File: src/rtl/multicycle_controller.sv
// multicycle_controller
//   Main control FSM for the multi-cycle RV32 core. Sequences FETCH, DECODE,
//   EXEC, MEM and WB over a shared memory port with a ready handshake. It
//   drives every datapath enable and mux select. It traps on illegal opcodes
//   and on memory requests that exceed MEM_TIMEOUT wait cycles
//   (MEM_TIMEOUT = 0 disables the timeout).
//
//   Optional feature: define CTRL_MULDIV_EN to route R-type with
//   funct7 = 0000001 through the MULDIV state. When it is undefined, that
//   encoding is illegal and muldiv_done_i is ignored.
//
//   Ports
//     clk_i, rst_ni      clock, asynchronous active-low reset
//     opcode_i/funct7_i  instruction fields from the IR (latched in DECODE)
//     mem_ready_i        memory completes the current request this cycle
//     branch_taken_i     branch comparison result (used in EXEC)
//     muldiv_done_i      mul/div result valid
//     mem_req_o/we_o/src_o, ir_we_o, pc_we_o, pc_src_o, alu_op_o,
//     alu_src_a_o, alu_src_b_o, reg_we_o, wb_sel_o   datapath controls
//     muldiv_start_o     one-cycle start pulse to the mul/div unit
//     trap_o, trap_cause_o   trap pulse and sticky cause (01 illegal, 10 timeout)
//     state_o            current state for debug
module multicycle_controller #(
  parameter int MEM_TIMEOUT = 16,
  parameter int CNT_W       = $clog2(MEM_TIMEOUT + 1)
) (
  input  logic       clk_i,
  input  logic       rst_ni,
  input  logic [6:0] opcode_i,
  input  logic [6:0] funct7_i,
  input  logic       mem_ready_i,
  input  logic       branch_taken_i,
  input  logic       muldiv_done_i,
  output logic       mem_req_o,
  output logic       mem_we_o,
  output logic       mem_src_o,
  output logic       ir_we_o,
  output logic       pc_we_o,
  output logic [1:0] pc_src_o,
  output logic [1:0] alu_op_o,
  output logic [1:0] alu_src_a_o,
  output logic       alu_src_b_o,
  output logic       reg_we_o,
  output logic [1:0] wb_sel_o,
  output logic       muldiv_start_o,
  output logic       trap_o,
  output logic [1:0] trap_cause_o,
  output logic [2:0] state_o
);

  localparam logic [2:0] S_FETCH  = 3'd0;
  localparam logic [2:0] S_DECODE = 3'd1;
  localparam logic [2:0] S_EXEC   = 3'd2;
  localparam logic [2:0] S_MEM    = 3'd3;
  localparam logic [2:0] S_WB     = 3'd4;
  localparam logic [2:0] S_MULDIV = 3'd5;
  localparam logic [2:0] S_TRAP   = 3'd6;

  localparam logic [6:0] OP_R      = 7'b0110011;
  localparam logic [6:0] OP_I      = 7'b0010011;
  localparam logic [6:0] OP_LOAD   = 7'b0000011;
  localparam logic [6:0] OP_STORE  = 7'b0100011;
  localparam logic [6:0] OP_BRANCH = 7'b1100011;
  localparam logic [6:0] OP_JAL    = 7'b1101111;
  localparam logic [6:0] OP_JALR   = 7'b1100111;
  localparam logic [6:0] OP_LUI    = 7'b0110111;
  localparam logic [6:0] OP_AUIPC  = 7'b0010111;
  localparam logic [6:0] F7_MULDIV = 7'b0000001;

`ifdef CTRL_MULDIV_EN
  localparam bit MULDIV_OK = 1'b1;
`else
  localparam bit MULDIV_OK = 1'b0;
`endif

  // A zero-width counter is not legal, so keep at least one bit.
  localparam int            CW       = (CNT_W < 1) ? 1 : CNT_W;
  localparam logic [CW-1:0] TMO_LAST = (MEM_TIMEOUT == 0) ? '0 : CW'(MEM_TIMEOUT - 1);

  logic [2:0]    state_q, state_d;
  logic [CW-1:0] cnt_q, cnt_d;
  logic [1:0]    cause_q, cause_d;
  logic [6:0]    opcode_q, opcode_d;
  logic [6:0]    funct7_q, funct7_d;
  logic          md_busy_q, md_busy_d;

  logic mem_req_c, mem_we_c, ir_we_c, pc_we_c, reg_we_c, trap_c, md_start_c;
  logic tmo_hit, is_mul_q;

  function automatic logic op_legal(input logic [6:0] op, input logic [6:0] f7);
    logic ok;
    case (op)
      OP_R:                              ok = MULDIV_OK || (f7 != F7_MULDIV);
      OP_I, OP_LOAD, OP_STORE, OP_BRANCH,
      OP_JAL, OP_JALR, OP_LUI, OP_AUIPC: ok = 1'b1;
      default:                           ok = 1'b0;
    endcase
    return ok;
  endfunction

  // The request has waited MEM_TIMEOUT cycles once this cycle also goes
  // unanswered; a ready in the same cycle takes priority.
  assign tmo_hit  = (MEM_TIMEOUT != 0) && (cnt_q == TMO_LAST);
  assign is_mul_q = (opcode_q == OP_R) && (funct7_q == F7_MULDIV);

  always_comb begin
    state_d     = state_q;
    cnt_d       = '0;
    cause_d     = cause_q;
    opcode_d    = opcode_q;
    funct7_d    = funct7_q;
    md_busy_d   = 1'b0;
    mem_req_c   = 1'b0;
    mem_we_c    = 1'b0;
    ir_we_c     = 1'b0;
    pc_we_c     = 1'b0;
    reg_we_c    = 1'b0;
    trap_c      = 1'b0;
    md_start_c  = 1'b0;
    mem_src_o   = 1'b0;
    pc_src_o    = 2'b00;
    alu_op_o    = 2'b00;
    alu_src_a_o = 2'b00;
    alu_src_b_o = 1'b0;
    wb_sel_o    = 2'b00;
    case (state_q)
      S_FETCH: begin
        mem_req_c = 1'b1;
        if (mem_ready_i) begin
          ir_we_c = 1'b1;
          state_d = S_DECODE;
        end else if (tmo_hit) begin
          cause_d = 2'b10;
          state_d = S_TRAP;
        end else begin
          cnt_d = (MEM_TIMEOUT == 0) ? '0 : cnt_q + CW'(1);
        end
      end
      S_DECODE: begin
        opcode_d = opcode_i;
        funct7_d = funct7_i;
        if (op_legal(opcode_i, funct7_i)) begin
          state_d = S_EXEC;
        end else begin
          cause_d = 2'b01;
          state_d = S_TRAP;
        end
      end
      S_EXEC: begin
        state_d = S_WB;
        case (opcode_q)
          OP_R: begin
            if (MULDIV_OK && is_mul_q) state_d  = S_MULDIV;
            else                       alu_op_o = 2'b10;
          end
          OP_I: begin
            alu_op_o    = 2'b11;
            alu_src_b_o = 1'b1;
          end
          OP_LOAD, OP_STORE: begin
            alu_src_b_o = 1'b1;
            state_d     = S_MEM;
          end
          OP_BRANCH: begin
            alu_op_o = 2'b01;
            pc_we_c  = 1'b1;
            pc_src_o = branch_taken_i ? 2'b01 : 2'b00;
            state_d  = S_FETCH;
          end
          OP_LUI: begin
            alu_src_a_o = 2'b10;
            alu_src_b_o = 1'b1;
          end
          OP_AUIPC: begin
            alu_src_a_o = 2'b01;
            alu_src_b_o = 1'b1;
          end
          default: ;
        endcase
      end
      S_MEM: begin
        mem_req_c = 1'b1;
        mem_src_o = 1'b1;
        mem_we_c  = (opcode_q == OP_STORE);
        if (mem_ready_i) begin
          if (opcode_q == OP_STORE) begin
            pc_we_c = 1'b1;
            state_d = S_FETCH;
          end else begin
            state_d = S_WB;
          end
        end else if (tmo_hit) begin
          cause_d = 2'b10;
          state_d = S_TRAP;
        end else begin
          cnt_d = (MEM_TIMEOUT == 0) ? '0 : cnt_q + CW'(1);
        end
      end
      S_WB: begin
        reg_we_c = 1'b1;
        pc_we_c  = 1'b1;
        state_d  = S_FETCH;
        if (opcode_q == OP_LOAD)                             wb_sel_o = 2'b01;
        else if (opcode_q == OP_JAL || opcode_q == OP_JALR) wb_sel_o = 2'b10;
        else if (MULDIV_OK && is_mul_q)                     wb_sel_o = 2'b11;
        if (opcode_q == OP_JAL)       pc_src_o = 2'b01;
        else if (opcode_q == OP_JALR) pc_src_o = 2'b10;
      end
      S_MULDIV: begin
`ifdef CTRL_MULDIV_EN
        // md_busy_q marks cycles after the first, so start fires once.
        md_start_c = !md_busy_q;
        if (muldiv_done_i) state_d   = S_WB;
        else               md_busy_d = 1'b1;
`else
        state_d = S_FETCH;
`endif
      end
      S_TRAP: begin
        trap_c   = 1'b1;
        pc_we_c  = 1'b1;
        pc_src_o = 2'b11;
        state_d  = S_FETCH;
      end
      default: state_d = S_FETCH;
    endcase
  end

  always_ff @(posedge clk_i or negedge rst_ni) begin
    if (!rst_ni) begin
      state_q   <= S_FETCH;
      cnt_q     <= '0;
      cause_q   <= 2'b00;
      opcode_q  <= 7'd0;
      funct7_q  <= 7'd0;
      md_busy_q <= 1'b0;
    end else begin
      state_q   <= state_d;
      cnt_q     <= cnt_d;
      cause_q   <= cause_d;
      opcode_q  <= opcode_d;
      funct7_q  <= funct7_d;
      md_busy_q <= md_busy_d;
    end
  end

`ifndef CTRL_MULDIV_EN
  logic unused_md;
  assign unused_md = muldiv_done_i | md_busy_q;
`endif

  // Strobes are masked while reset is held so no request or write escapes
  // during the reset cycles (state is FETCH, which would otherwise request).
  assign mem_req_o      = mem_req_c  & rst_ni;
  assign mem_we_o       = mem_we_c   & rst_ni;
  assign ir_we_o        = ir_we_c    & rst_ni;
  assign pc_we_o        = pc_we_c    & rst_ni;
  assign reg_we_o       = reg_we_c   & rst_ni;
  assign trap_o         = trap_c     & rst_ni;
  assign muldiv_start_o = md_start_c & rst_ni;
  assign trap_cause_o   = cause_q;
  assign state_o        = state_q;

endmodule

File: config.mk
export PLATFORM = sky130hd
export DESIGN_NAME = multicycle_controller
export DESIGN_NICKNAME = d
export VERILOG_FILES = /design/src/rtl/multicycle_controller.sv
export SDC_FILE = /design/constraint.sdc
export NUM_CORES = 1
export LEC_CHECK = 0
export CORE_MARGIN = 4
export CORE_UTILIZATION = 47
export CTS_CLUSTER_DIAMETER = 100
export CTS_CLUSTER_SIZE = 16
export DETAILED_ROUTE_END_ITERATION = 12
export GPL_TIMING_DRIVEN = 1
export PLACE_DENSITY = 0.82
export RECOVER_POWER = 25
export SLEW_MARGIN = 20
export SYNTH_ARGS = -nofsm -noshare
export SYNTH_HDL_FRONTEND = slang
export SYNTH_SLANG_ARGS = --single-unit
File: constraint.sdc
create_clock -name clk_i -period 2.7 [get_ports clk_i]
set_input_delay 0.54 -clock clk_i [delete_from_list [all_inputs] [get_ports clk_i]]
set_output_delay 0.54 -clock clk_i [all_outputs]
set_load 0.01 [all_outputs]
# Word-level counts from Yosys, hierarchy flattened
# Index checks and enable logic that the tools add are counted.
[word_totals] in_bits=19 reg_bits=17
[op_classes] n_bitwise=6 eq_ne=28 n_addsub=1 mux=41 reduce_logical=9
[ops] cell="7-bit by 6-bit equality test with 1-bit output, second input constant" count=6
[ops] cell="7-bit equality test, second input constant" count=6
[ops] cell="7-bit by 5-bit equality test with 1-bit output, second input constant" count=4
[ops] cell="2-bit two-way mux" count=10
[ops] cell="1-bit two-way mux" count=15
[ops] cell="3-bit two-way mux" count=5
[ops] cell="5-bit two-way mux" count=3
[ops] cell="7-bit by 2-bit equality test with 1-bit output, second input constant" count=2
[ops] cell="2-bit one-hot mux with 3 select lines" count=2
[ops] cell="3-bit one-hot mux with 4 select lines" count=1
[ops] cell="2-bit one-hot mux with 2 select lines" count=2
[ops] cell="8-bit OR reduction" count=1
[ops] cell="7-bit by 1-bit inequality test with 1-bit output, second input constant" count=1
[ops] cell="1-bit AND" count=6
[ops] cell="3-bit by 2-bit equality test with 1-bit output, second input constant" count=2
[ops] cell="3-bit equality test, second input constant" count=2
[ops] cell="3-bit one-hot mux with 2 select lines" count=1
[ops] cell="2-bit OR reduction" count=3
[ops] cell="5-bit by 1-bit adder with 5-bit output, second input constant" count=1
[ops] cell="5-bit by 4-bit equality test with 1-bit output, second input constant" count=1
[ops] cell="5-bit OR reduction" count=1
[ops] cell="2-bit inequality test, second input constant" count=2
[ops] cell="4-bit AND reduction" count=1
[ops] cell="3-bit by 1-bit equality test with 1-bit output, second input constant" count=1
[ops] cell="6 further kinds" count=6

# Logic depth before layout (Yosys ltp)
[logic_depth] depth_word=6 depth_mapped=5 depth_no_buf=5

# Worst setup path after synthesis
# Ideal clock, no wire load.
[synth_timing] path_type="reg-to-output" from="reg state_q[1], in the netlist state_o[1]" to="out alu_op_o[0]" path_buffers=0 required_ns=2.160 setup_slack_ns=0.717 arrival_ns=1.443 stages_incl_launch_ff=5 cell_sequence="dfrtp_1 nor3b_2 nand2_1 nor3b_1 a21o_1"
[synth_between] elab_chain_len=2
[synth_lines] element="start: declaration" line_no="80" source="logic [2:0] state_q, state_d;"
[synth_lines] element="start signal: assignment" line_no="238" source="state_q <= state_d;"
[synth_lines] element="3-bit by 2-bit equality test with 1-bit output" line_no="126" source="case (state_q)"
[synth_lines] element="2-bit two-way mux" line_no="126"
[synth_lines] element="end: declaration" line_no="40" source="output logic [1:0] alu_op_o,"
# No other way between the ends.

# Worst setup path after layout
[layout_timing] from="in rst_ni" to="out reg_we_o"
[layout_between] elab_chain_len=1
[layout_lines] element="start: declaration" line_no="28" source="input logic rst_ni,"
[layout_lines] element="1-bit AND" line_no="258" source="assign reg_we_o = reg_we_c & rst_ni;"
[layout_lines] element="end: declaration" line_no="43" source="output logic reg_we_o,"
# No other way between the ends.

==> flow_summary.yaml <==
route:
  vias: 1084
  wl_met3_um: 126
  totalWireLength_mm: 2.88
  routedWlPerCell_um: 14.9
  drc: 0
  highest_layer: "met4"
  viasPerCell: 5.62
  drt_iter0_markers: 22
  drt_pass1_iterations: 4
  ant_nets: 0
  met2WireLength_mm: 1.53
  drt-met1-wl_mm: 1.18
synthesis:
  synthArstFlopShare: 1.00
  netlist.area_leader.share: 0.379
  ys_warn_count: 0
  yosysSeqAreaShare: 0.379
  ys_types: 47
  ys.flop_type: "dfrtp_1"
  syn_nets: 135
  synth-seq-cells: 17
  synth_edf_count: 0
  syn_area_sq_um: 1120
  synth_top_area_cell: "dfrtp_1"
  ys_top_cells_by_count: "dfrtp_1, nor2_1, nand2_1, mux2_2, and3_1"
  post-synth-top-count-cell: "dfrtp_1"
  synth_area_leaders: "dfrtp_1, mux2_2, nor2_1"
  netlist_instances: 115
  avgSynthCellArea_sq_um: 9.76
floorplanning:
  initial_core_util: 0.503
  num_rows: 17
  boundaryPins: 41
  core_area_sq_um: 2230
  die_h_um: 56.9
  die_x_um: 56.9
  die_area_sq_um: 3230
power_and_ir_drop:
  power_density_nw_per_um2: 746
  irDropWorstVdd_uv: 578
  p_leak_nw: 0.727
  total_power_w: 0.00123
placement:
  port_buffers: 38
  globalplace.congestion: 0.831
  dp_hpwl_mm: 2.15
  place_worst_setup_slack_ns: 0.132
  placedInstanceArea_sq_um: 1550
worst_setup_path:
  end_kind: "output pin"
  required_ns: 2.16
  r2r-end: "trap_cause_o[1]$_DFFE_PN0P_"
  ff2ff_setup_slack_ns: 1.09
  cp.arrival_ns: 2.11
  r2r-start: "state_o[2]$_DFF_PN0_"
  startpoint_type: "input port"
  path_max_fanout: 9
  reg2reg_depth: 4
  criticalPathCategory: "in2out"
min_path:
  holdCritStartpoint: "cnt_q[0]$_DFF_PN0_"
  hold_class: "reg2reg"
  whs_path_depth: 1
  whs_endpoint: "cnt_q[0]$_DFF_PN0_"
sta:
  worst_slew_pin_slew_ns: 0.570
  rsz0062_at_grt: "false"
  skew_ns: 0.0112
  slew_viol_final: 0
  finalHoldViolations: 0
  fmax_mhz: 378
  fin_crit_sh: 0.980
  post-route-min-period_ns: 2.65
  tns_ns: 0
  finalSetupViolations: 0
  setup_slack_ns: 0.0538
  slew_headroom: 0.617
cells_and_area:
  nFillCells: 172
  multi_input_area_sq_um: 681
  drive_above_1_share: 0.188
  syn2layout_area_growth_pct: 46.5
  final_nets: 186
  fin_area_sq_um: 1640
  regArea_sq_um: 427
  diodes: 0
global_routing:
  globalRoute.totalOverflow: 0
  grt_pass1_vias: 1066
  grt_max_degree: 15
  grt_first_pass_wirelength_mm: 4.75
  antenna_found_initial: 0
  grt_use_total: 0.186
clock_tree:
  cts_root_buf: "clkbuf_4"
  clk_pin_slew_ns: 0.11
  clk_latency_ns: 0.30
  cts_hold_buf: 0
  cts.htree.levels: 1
  tritoncts: "built"
  cts_sinks: 17
  cts-buffers-inserted: 3
  cts_buffer_depth: 2
outcome:
  status: "completed"
job:
  max_cap_violations: 0
==> kinds of logic after synthesis <==
kind of cell             after synthesis  share of synthesized area
AND/OR/NAND/NOR                       63                      0.369
AO/OA/AOI/OAI                         17                      0.108
flip-flops                            17                      0.379
multiplexers                           7                     0.0691
buffers and inverters                  6                     0.0368
XOR/XNOR                               3                     0.0234
adder cells (fa/ha/maj)                1                     0.0111
other                                  1                    0.00334
==> registers in the layout (all words and copies together), names as in the netlist <==
signal	cells
trap_cause_o	2
opcode_q	7
state_o	3
cnt_q	5
==> timing repair <==
action,4_1_cts,5_1_grt
cloned,0,0
endpoints found under the hold margin,0,0
gates resized for setup,4,4
endpoints found under the setup margin,2,3
pin swaps,1,3
buffers inserted,2,4
==> cells in the final DEF (no fill, tap or decap), drive strengths merged, types with 2 or more instances in the layout <==
cell type       n
clkdlybuf4s50  34
dfrtp          17
nor2           13
buf            10
nand2           8
mux2            6
and3            5
clkbuf          5
nor3            4
nor3b           4
nand2b          3
nor2b           3
a31oi           3
o21ai           3
nand4           3
nand4b          3
nor4b           3
nor4            2
xor2            2
and2            2
inv             2
a21o            2
nand3           2
a21oi           2
dlymetal6s2s    2
==> metal layers <==
layer  global-route usage  up-vias
li1                     -      529
met1                0.212      521
met2                0.340       30
met3               0.0299        4
met4               0.0762        0
met5                    0        -
==> metrics by stage <==
stage / hold WS [ns] / cells / utilization
after floorplan: 0.244 / 115 / -
after global placement: 0.445 / 183 / 0.694
after detailed placement: 0.460 / 183 / 0.694
after CTS: 0.476 / 189 / 0.721
after global routing: 0.523 / 193 / 0.736
final: 0.475 / 193 / 0.736
==> worst max-delay path: stages <==
cell and delay, ns:
dlygate4sd3_1 0.72, nor3b_1 0.26, clkdlybuf4s50_1 0.58
==> worst max path at each step <==
stage                                       start          end  slack, ns  cells after the start
after floorplan              state_o[1]$_DFF_PN0_  alu_op_o[0]       0.72                      4
after global placement                     rst_ni     reg_we_o       0.19                      3
after detailed placement                   rst_ni     reg_we_o       0.13                      3
after CTS                 opcode_q[4]$_DFFE_PN0P_      pc_we_o       0.01                      4
after global routing      opcode_q[6]$_DFFE_PN0P_  alu_op_o[1]      0.003                      5
final                                      rst_ni     reg_we_o       0.05                      3
==> power breakdown <==
part	internal, W	switching (W)
sequential	0.000341	0.0000874
combinational	0.000346	0.000312
clock	0.0000553	0.0000852
==> area by class of cell <==
class,instances,share of cell area
clock buffer,3,0.0137
clock inverter,1,0.00304
inverter,2,0.00457
multi-input combinational,92,0.414
sequential,17,0.260
tap,28,0.0213
timing repair buffer,50,0.284
No activity file was read; power rests on OpenSTA's default activity.
